--- src/rtl/sync_fifo_ctrl_pkg.sv ---
// rtl/sync_fifo_ctrl_pkg.sv - shared defaults and sizing helper for the FWFT FIFO
package sync_fifo_ctrl_pkg;

    localparam int DEFAULT_DATA_WIDTH = 64;
    localparam int DEFAULT_DEEPTH     = 16;

    // Pointer width: RAM address bits plus one wrap bit.
    function automatic int ptr_width(input int depth);
        return $clog2(depth) + 1;
    endfunction

endpackage

--- src/rtl/sync_fifo_ctrl_dual_port_ram.sv ---
// rtl/sync_fifo_ctrl_dual_port_ram.sv - simple dual-port RAM with registered read data
module DualPortRam
    import sync_fifo_ctrl_pkg::*;
#(
    parameter int DataWidth = DEFAULT_DATA_WIDTH,
    parameter int Deepth    = DEFAULT_DEEPTH
) (
    input  logic                      WClk,
    input  logic                      WEnc,
    input  logic [$clog2(Deepth)-1:0] WAddr,
    input  logic [DataWidth-1:0]      WData,
    input  logic                      RClk,
    input  logic                      REnc,
    input  logic [$clog2(Deepth)-1:0] RAddr,
    output logic [DataWidth-1:0]      RData,
    input  logic                      Ground
);

    logic [DataWidth-1:0] mem [Deepth];

    // Write port; Ground high idles both ports (the FIFO ties it low).
    always_ff @(posedge WClk) begin
        if (WEnc && !Ground) begin
            mem[WAddr] <= WData;
        end
    end

    // Read port; RData only changes on an enabled read, so it acts as a holding register.
    always_ff @(posedge RClk) begin
        if (REnc && !Ground) begin
            RData <= mem[RAddr];
        end
    end

endmodule

--- src/rtl/sync_fifo_ctrl.sv ---
// rtl/sync_fifo_ctrl.sv - first-word-fall-through FIFO controller around DualPortRam
module sync_fifo_ctrl
    import sync_fifo_ctrl_pkg::*;
#(
    parameter int DataWidth = DEFAULT_DATA_WIDTH,
    parameter int Deepth    = DEFAULT_DEEPTH
) (
    input  logic                    Clk,
    input  logic                    Rst,
    input  logic [DataWidth-1:0]    InData,
    input  logic                    InValid,
    output logic                    InReady,
    output logic [DataWidth-1:0]    OutData,
    output logic                    OutValid,
    input  logic                    OutReady,
    output logic [$clog2(Deepth):0] Count
);

    localparam int AddrWidth = $clog2(Deepth);
    localparam int PtrWidth  = ptr_width(Deepth);

    logic [PtrWidth-1:0]  wr_ptr;
    logic [PtrWidth-1:0]  rd_ptr;
    logic [PtrWidth-1:0]  ram_count;
    logic                 push;
    logic                 pop;
    logic                 fetch;
    logic [AddrWidth-1:0] waddr;
    logic [AddrWidth-1:0] raddr;

    // Occupancy of the RAM alone; the wrap bit makes the subtraction exact modulo 2*Deepth.
    assign ram_count = wr_ptr - rd_ptr;

    // Ready depends only on registered pointers, never on InValid or OutReady.
    assign InReady = (ram_count != PtrWidth'(Deepth));

    assign push  = InValid && InReady;
    assign pop   = OutValid && OutReady;
    // Prefetch into the RData stage whenever it is empty or being drained this cycle.
    assign fetch = (ram_count != '0) && (!OutValid || OutReady);

    assign waddr = wr_ptr[AddrWidth-1:0];
    assign raddr = rd_ptr[AddrWidth-1:0];

    // Pointers advance by one per push/fetch and wrap through the extra MSB.
    always_ff @(posedge Clk or negedge Rst) begin
        if (!Rst) begin
            wr_ptr <= '0;
            rd_ptr <= '0;
        end else begin
            if (push) begin
                wr_ptr <= wr_ptr + 1'b1;
            end
            if (fetch) begin
                rd_ptr <= rd_ptr + 1'b1;
            end
        end
    end

    // Output stage valid: a fetch refills it, a pop without a refill empties it.
    always_ff @(posedge Clk or negedge Rst) begin
        if (!Rst) begin
            OutValid <= 1'b0;
        end else if (fetch) begin
            OutValid <= 1'b1;
        end else if (pop) begin
            OutValid <= 1'b0;
        end
    end

    assign Count = ram_count + PtrWidth'(OutValid);

    // Read and write addresses cannot collide: equal low bits mean empty (no fetch) or full (no push).
    DualPortRam #(
        .DataWidth (DataWidth),
        .Deepth    (Deepth)
    ) u_ram (
        .WClk   (Clk),
        .WEnc   (push),
        .WAddr  (waddr),
        .WData  (InData),
        .RClk   (Clk),
        .REnc   (fetch),
        .RAddr  (raddr),
        .RData  (OutData),
        .Ground (1'b0)
    );

endmodule
--- config.mk ---
export PLATFORM = sky130hd
export DESIGN_NAME = sync_fifo_ctrl
export DESIGN_NICKNAME = d
export VERILOG_FILES = /design/src/rtl/sync_fifo_ctrl_pkg.sv /design/src/rtl/sync_fifo_ctrl_dual_port_ram.sv /design/src/rtl/sync_fifo_ctrl.sv
export SDC_FILE = /design/constraint.sdc
export NUM_CORES = 1
export LEC_CHECK = 0
export ABC_AREA = 1
export CELL_PAD_IN_SITES_DETAIL_PLACEMENT = 1
export CELL_PAD_IN_SITES_GLOBAL_PLACEMENT = 2
export CORE_ASPECT_RATIO = 1.75
export CORE_UTILIZATION = 29
export DETAILED_ROUTE_END_ITERATION = 6
export PLACE_DENSITY_LB_ADDON = 0.1
export SLEW_MARGIN = 25
export SYNTH_ARGS = -nofsm -noshare
export SYNTH_HDL_FRONTEND = slang
export SYNTH_SLANG_ARGS = --single-unit
--- constraint.sdc ---
create_clock -name Clk -period 8.15 [get_ports Clk]
set_input_delay 1.63 -clock Clk [delete_from_list [all_inputs] [get_ports Clk]]
set_output_delay 1.63 -clock Clk [all_outputs]
set_load 0.005 [all_outputs]
==> flow_summary.ini <==
[status]
outcome = finished clean

[synth]
syn_std_cell_area_um2 = 43000
synth_top_family_by_area = simple AND/OR/NAND/NOR gates
synthesis.instances = 3288
ys_seq_area_frac = 0.766
share_of_cell_area_taken_by_muxes_after_synthesis = 0
ys_ff_latch = 1099
synthSimpleGateAreaFrac = 0.118
synth_nets = 3368
synth_xor_area_frac = 0.00201
ys_types = 30
synth_adder_area_share = 0.00367
yosysWarnings = 0
syn_area_per_cell_um2 = 13.1
synth_compound_gate_area_share = 0.0790

[grt]
track_usage = 0.187
antenna_violations_before_repair = 4
grt_overflow = 0
grt_pass1_wl_um = 204000
first_global_vias = 29084
maximum_number_of_pins_on_one_net_before_global_route_repair = 220

[cells_and_area]
seq_area_um2 = 33000
fillCellCount = 15552
syn2layout_area_growth_pct = 16.7
final_area_um2 = 50200
drive_above_1_share = 0.0699
finalNetCount = 3467
multiInputGateArea_um2 = 8840

[timing]
final_layout_setup_total_negative_slack_ns = 0
period_share = 0.640
worst_relative_slew_slack = 0.262
clock-skew-final_ns = 0.0239
timing.final.hold_violations = 0
setup_violations = 0
final.min_clock_period_ns = 5.22
transition_at_the_pin_with_the_smallest_max_transition_slack_ns = 1.11
fmaxAchievable_ghz = 0.192
timing.final.max_slew_violations = 0
unrepaired_setup_endpoints_after_global_routing = no

[critical_path]
r2r.worst_path.cells = 11
worst-path-max-fanout = 51
criticalPathCategory = reg -> out
endpoint_kind = primary output
timing.reg2reg.setup_slack_ns = 3.47
critical_path.startpoint_type = register
cp_data_arrival_time_ns = 3.59
timing.critical_path.from = rd_ptr[1]$_DFFE_PN0P_
required_time_worst_endpoint_ns = 6.52
regToRegEndpoint = u_ram.mem[12][3]$_DFFE_PP_
timing.rr.start = rd_ptr[1]$_DFFE_PN0P_

[placed_design]
port_buffers = 138
placedInstanceArea_um2 = 46600
dpl.hpwl_um = 75900
gp_routability_congestion = 0.736

[clock_tree]
post_cts.repair.setup_buffers = 0
worst_setup_hold_path_clk_slew_ns = 0.06
ctsLongestPathBuffers = 3
cts.root.buffer_cell = sky130_fd_sc_hd__clkbuf_16
cts-buffers-inserted = 110
hold_buf_cts = 0
cts.htree.levels = 3
tritoncts_num_sinks = 1099
cts_resized = 0
clock_tree_from_tritoncts = done
insertion_delay_ns = 0.72

[drt]
drt-total-wl_um = 140000
route.detailed.vias_per_inst = 4.88
first_pass_iters = 5
drcViolationCount = 0
detail_route.iter0.violations = 1501
avgRoutedWirePerCell_um = 25.6
via_total_after_detailed_routing = 26599
route.antenna.remaining_nets = 0

[die]
num_rows = 186
placeableCoreArea_um2 = 147000
top_level_ports = 139
floorplan.die_area_um2 = 150000
dieHeight_um = 511
chip_width_um = 293
start_util = 0.292

[min_path]
min_path_cells = 2
hp-start = rd_ptr[4]$_DFFE_PN0P_
hold_class = reg -> reg
holdPathEnd = rd_ptr[4]$_DFFE_PN0P_

[power_and_ir_drop]
power-per-cell-area_nw_per_um2 = 365
irDropWorstVdd_mv = 0.298
power_leakage_nw = 16.8

[job]
max_cap_violations = 0
layout by cell type (no fill, tap or decap), types with 4 or more instances in the layout:
cell and instances:
sky130_fd_sc_hd__edfxtp_1 1088, sky130_fd_sc_hd__nand2_1 822, sky130_fd_sc_hd__nor2_1 268, sky130_fd_sc_hd__o21ai_0 257, sky130_fd_sc_hd__o211ai_1 148, sky130_fd_sc_hd__nand3_1 147
sky130_fd_sc_hd__clkdlybuf4s50_1 138, sky130_fd_sc_hd__clkbuf_16 110, sky130_fd_sc_hd__a31oi_1 107, sky130_fd_sc_hd__inv_1 105, sky130_fd_sc_hd__a21oi_1 65, sky130_fd_sc_hd__buf_4 39
sky130_fd_sc_hd__clkinv_2 24, sky130_fd_sc_hd__nand4_1 21, sky130_fd_sc_hd__clkbuf_1 19, sky130_fd_sc_hd__clkinv_1 19, sky130_fd_sc_hd__nor2_4 16, sky130_fd_sc_hd__bufinv_16 15
sky130_fd_sc_hd__ha_1 11, sky130_fd_sc_hd__dfrtp_1 8, sky130_fd_sc_hd__buf_12 8, sky130_fd_sc_hd__xor2_1 7, sky130_fd_sc_hd__clkinvlp_4 7, sky130_fd_sc_hd__inv_4 4
state kept, by name, indices dropped and copies added, names as in the netlist:
register,cells
rd_ptr,5
OutValid,1
u_ram.mem,1024
u_ram.RData,64
wr_ptr,5
worst max-delay path, cell delays in order, from the launching register on:
cell and delay (ns):
sky130_fd_sc_hd__dfrtp_4 0.90, sky130_fd_sc_hd__inv_1 0.19, sky130_fd_sc_hd__buf_4 0.33, sky130_fd_sc_hd__ha_1 0.38, sky130_fd_sc_hd__nand2_1 0.09, sky130_fd_sc_hd__nand2_1 0.06
sky130_fd_sc_hd__nand3_1 0.11, sky130_fd_sc_hd__nand2_2 0.11, sky130_fd_sc_hd__nand3_4 0.16, sky130_fd_sc_hd__clkdlybuf4s50_1 0.54
where the power goes:
| part | total, W | internal (W) | switching, W |
|---|---|---|---|
| Clock | 0.00519 | 0.00295 | 0.00224 |
| Sequential | 0.00736 | 0.00706 | 0.000302 |
| Combinational | 0.00574 | 0.00163 | 0.00410 |
worst max path at each step:
| stage | to | depth (start not counted) | slack, ns |
|---|---|---|---|
| floorplan | u_ram.mem[10][0]$_DFFE_PP_ | 12 | 2.82 |
| global placement | u_ram.mem[8][30]$_DFFE_PP_ | 11 | 3.28 |
| detailed placement | u_ram.mem[3][26]$_DFFE_PP_ | 6 | 3.31 |
| CTS | InReady | 9 | 2.81 |
| global route | Count[4] | 9 | 2.70 |
| finish | InReady | 9 | 2.93 |
layer usage:
layer | track usage | vias up | share of wire
li1 | - | 12027 | -
met3 | 0.0220 | 146 | 0.026
met5 | 0 | - | 0.000079
met1 | 0.230 | 14045 | 0.42
met2 | 0.346 | 379 | 0.53
met4 | 0.0425 | 2 | 0.017
final cells by class:
class,count,share of cell area
inverters,111,0.00885
clock buffers,129,0.0563
diodes,2,0.0000997
clock inverters,73,0.0157
repair buffers,186,0.0368
flip-flops and latches,1099,0.657
multi-input cells,1879,0.176
well taps,1974,0.0492
Yosys cell counts:
cell | number | share of area
sky130_fd_sc_hd__xnor2_1 | 1 | 0.00020
sky130_fd_sc_hd__nand4_1 | 21 | 0.0031
sky130_fd_sc_hd__buf_4 | 10 | 0.0017
sky130_fd_sc_hd__o211ai_1 | 148 | 0.026
sky130_fd_sc_hd__buf_1 | 15 | 0.0013
sky130_fd_sc_hd__inv_1 | 109 | 0.0095
sky130_fd_sc_hd__buf_2 | 108 | 0.013
sky130_fd_sc_hd__dfrtp_1 | 11 | 0.0064
sky130_fd_sc_hd__nand2_1 | 822 | 0.072
sky130_fd_sc_hd__nor2_1 | 284 | 0.025
sky130_fd_sc_hd__nand2_2 | 1 | 0.00015
sky130_fd_sc_hd__ha_1 | 11 | 0.0032
sky130_fd_sc_hd__xnor2_2 | 1 | 0.00038
sky130_fd_sc_hd__nand3_4 | 1 | 0.00041
sky130_fd_sc_hd__a21oi_1 | 65 | 0.0076
sky130_fd_sc_hd__and2_4 | 1 | 0.00020
sky130_fd_sc_hd__clkbuf_1 | 65 | 0.0057
sky130_fd_sc_hd__nand3_1 | 147 | 0.017
sky130_fd_sc_hd__or2_1 | 1 | 0.00015
sky130_fd_sc_hd__xor2_1 | 7 | 0.0014
sky130_fd_sc_hd__o21ai_0 | 257 | 0.030
sky130_fd_sc_hd__a31oi_1 | 107 | 0.016
sky130_fd_sc_hd__inv_2 | 1 | 0.000087
sky130_fd_sc_hd__inv_4 | 1 | 0.00015
sky130_fd_sc_hd__edfxtp_1 | 1088 | 0.76
sky130_fd_sc_hd__fa_1 | 1 | 0.00047
sky130_fd_sc_hd__o22ai_1 | 1 | 0.00015
sky130_fd_sc_hd__nand2_4 | 1 | 0.00026
sky130_fd_sc_hd__clkbuf_2 | 1 | 0.00012
sky130_fd_sc_hd__nand3_2 | 1 | 0.00023
metrics by stage:
| stage | utilization | power (W) | cells | hold slack, ns | setup WS, ns |
|---|---|---|---|---|---|
| after floorplan | - | 0.0107 | 3288 | 0.464 | 2.82 |
| after global placement | 0.316 | 0.0134 | 5247 | 0.496 | 3.28 |
| after detailed placement | 0.317 | 0.0134 | 5249 | 0.494 | 3.31 |
| after CTS | 0.341 | 0.0187 | 5451 | 0.510 | 2.81 |
| after global routing | 0.341 | 0.0194 | 5452 | 0.531 | 2.70 |
| final | 0.341 | 0.0183 | 5453 | 0.507 | 2.93 |
cell families (layout without fill, tap and decap cells):
logic type	after synthesis	after routing
adder cells (fa/ha/maj)	12	12
XOR/XNOR	9	9
AND/OR/NAND/NOR	1280	1280
AO/OA/AOI/OAI	578	578
buffers and inverters	310	499
flip-flops	1099	1099
other	0	2
(Power assumes the default switching activity.)
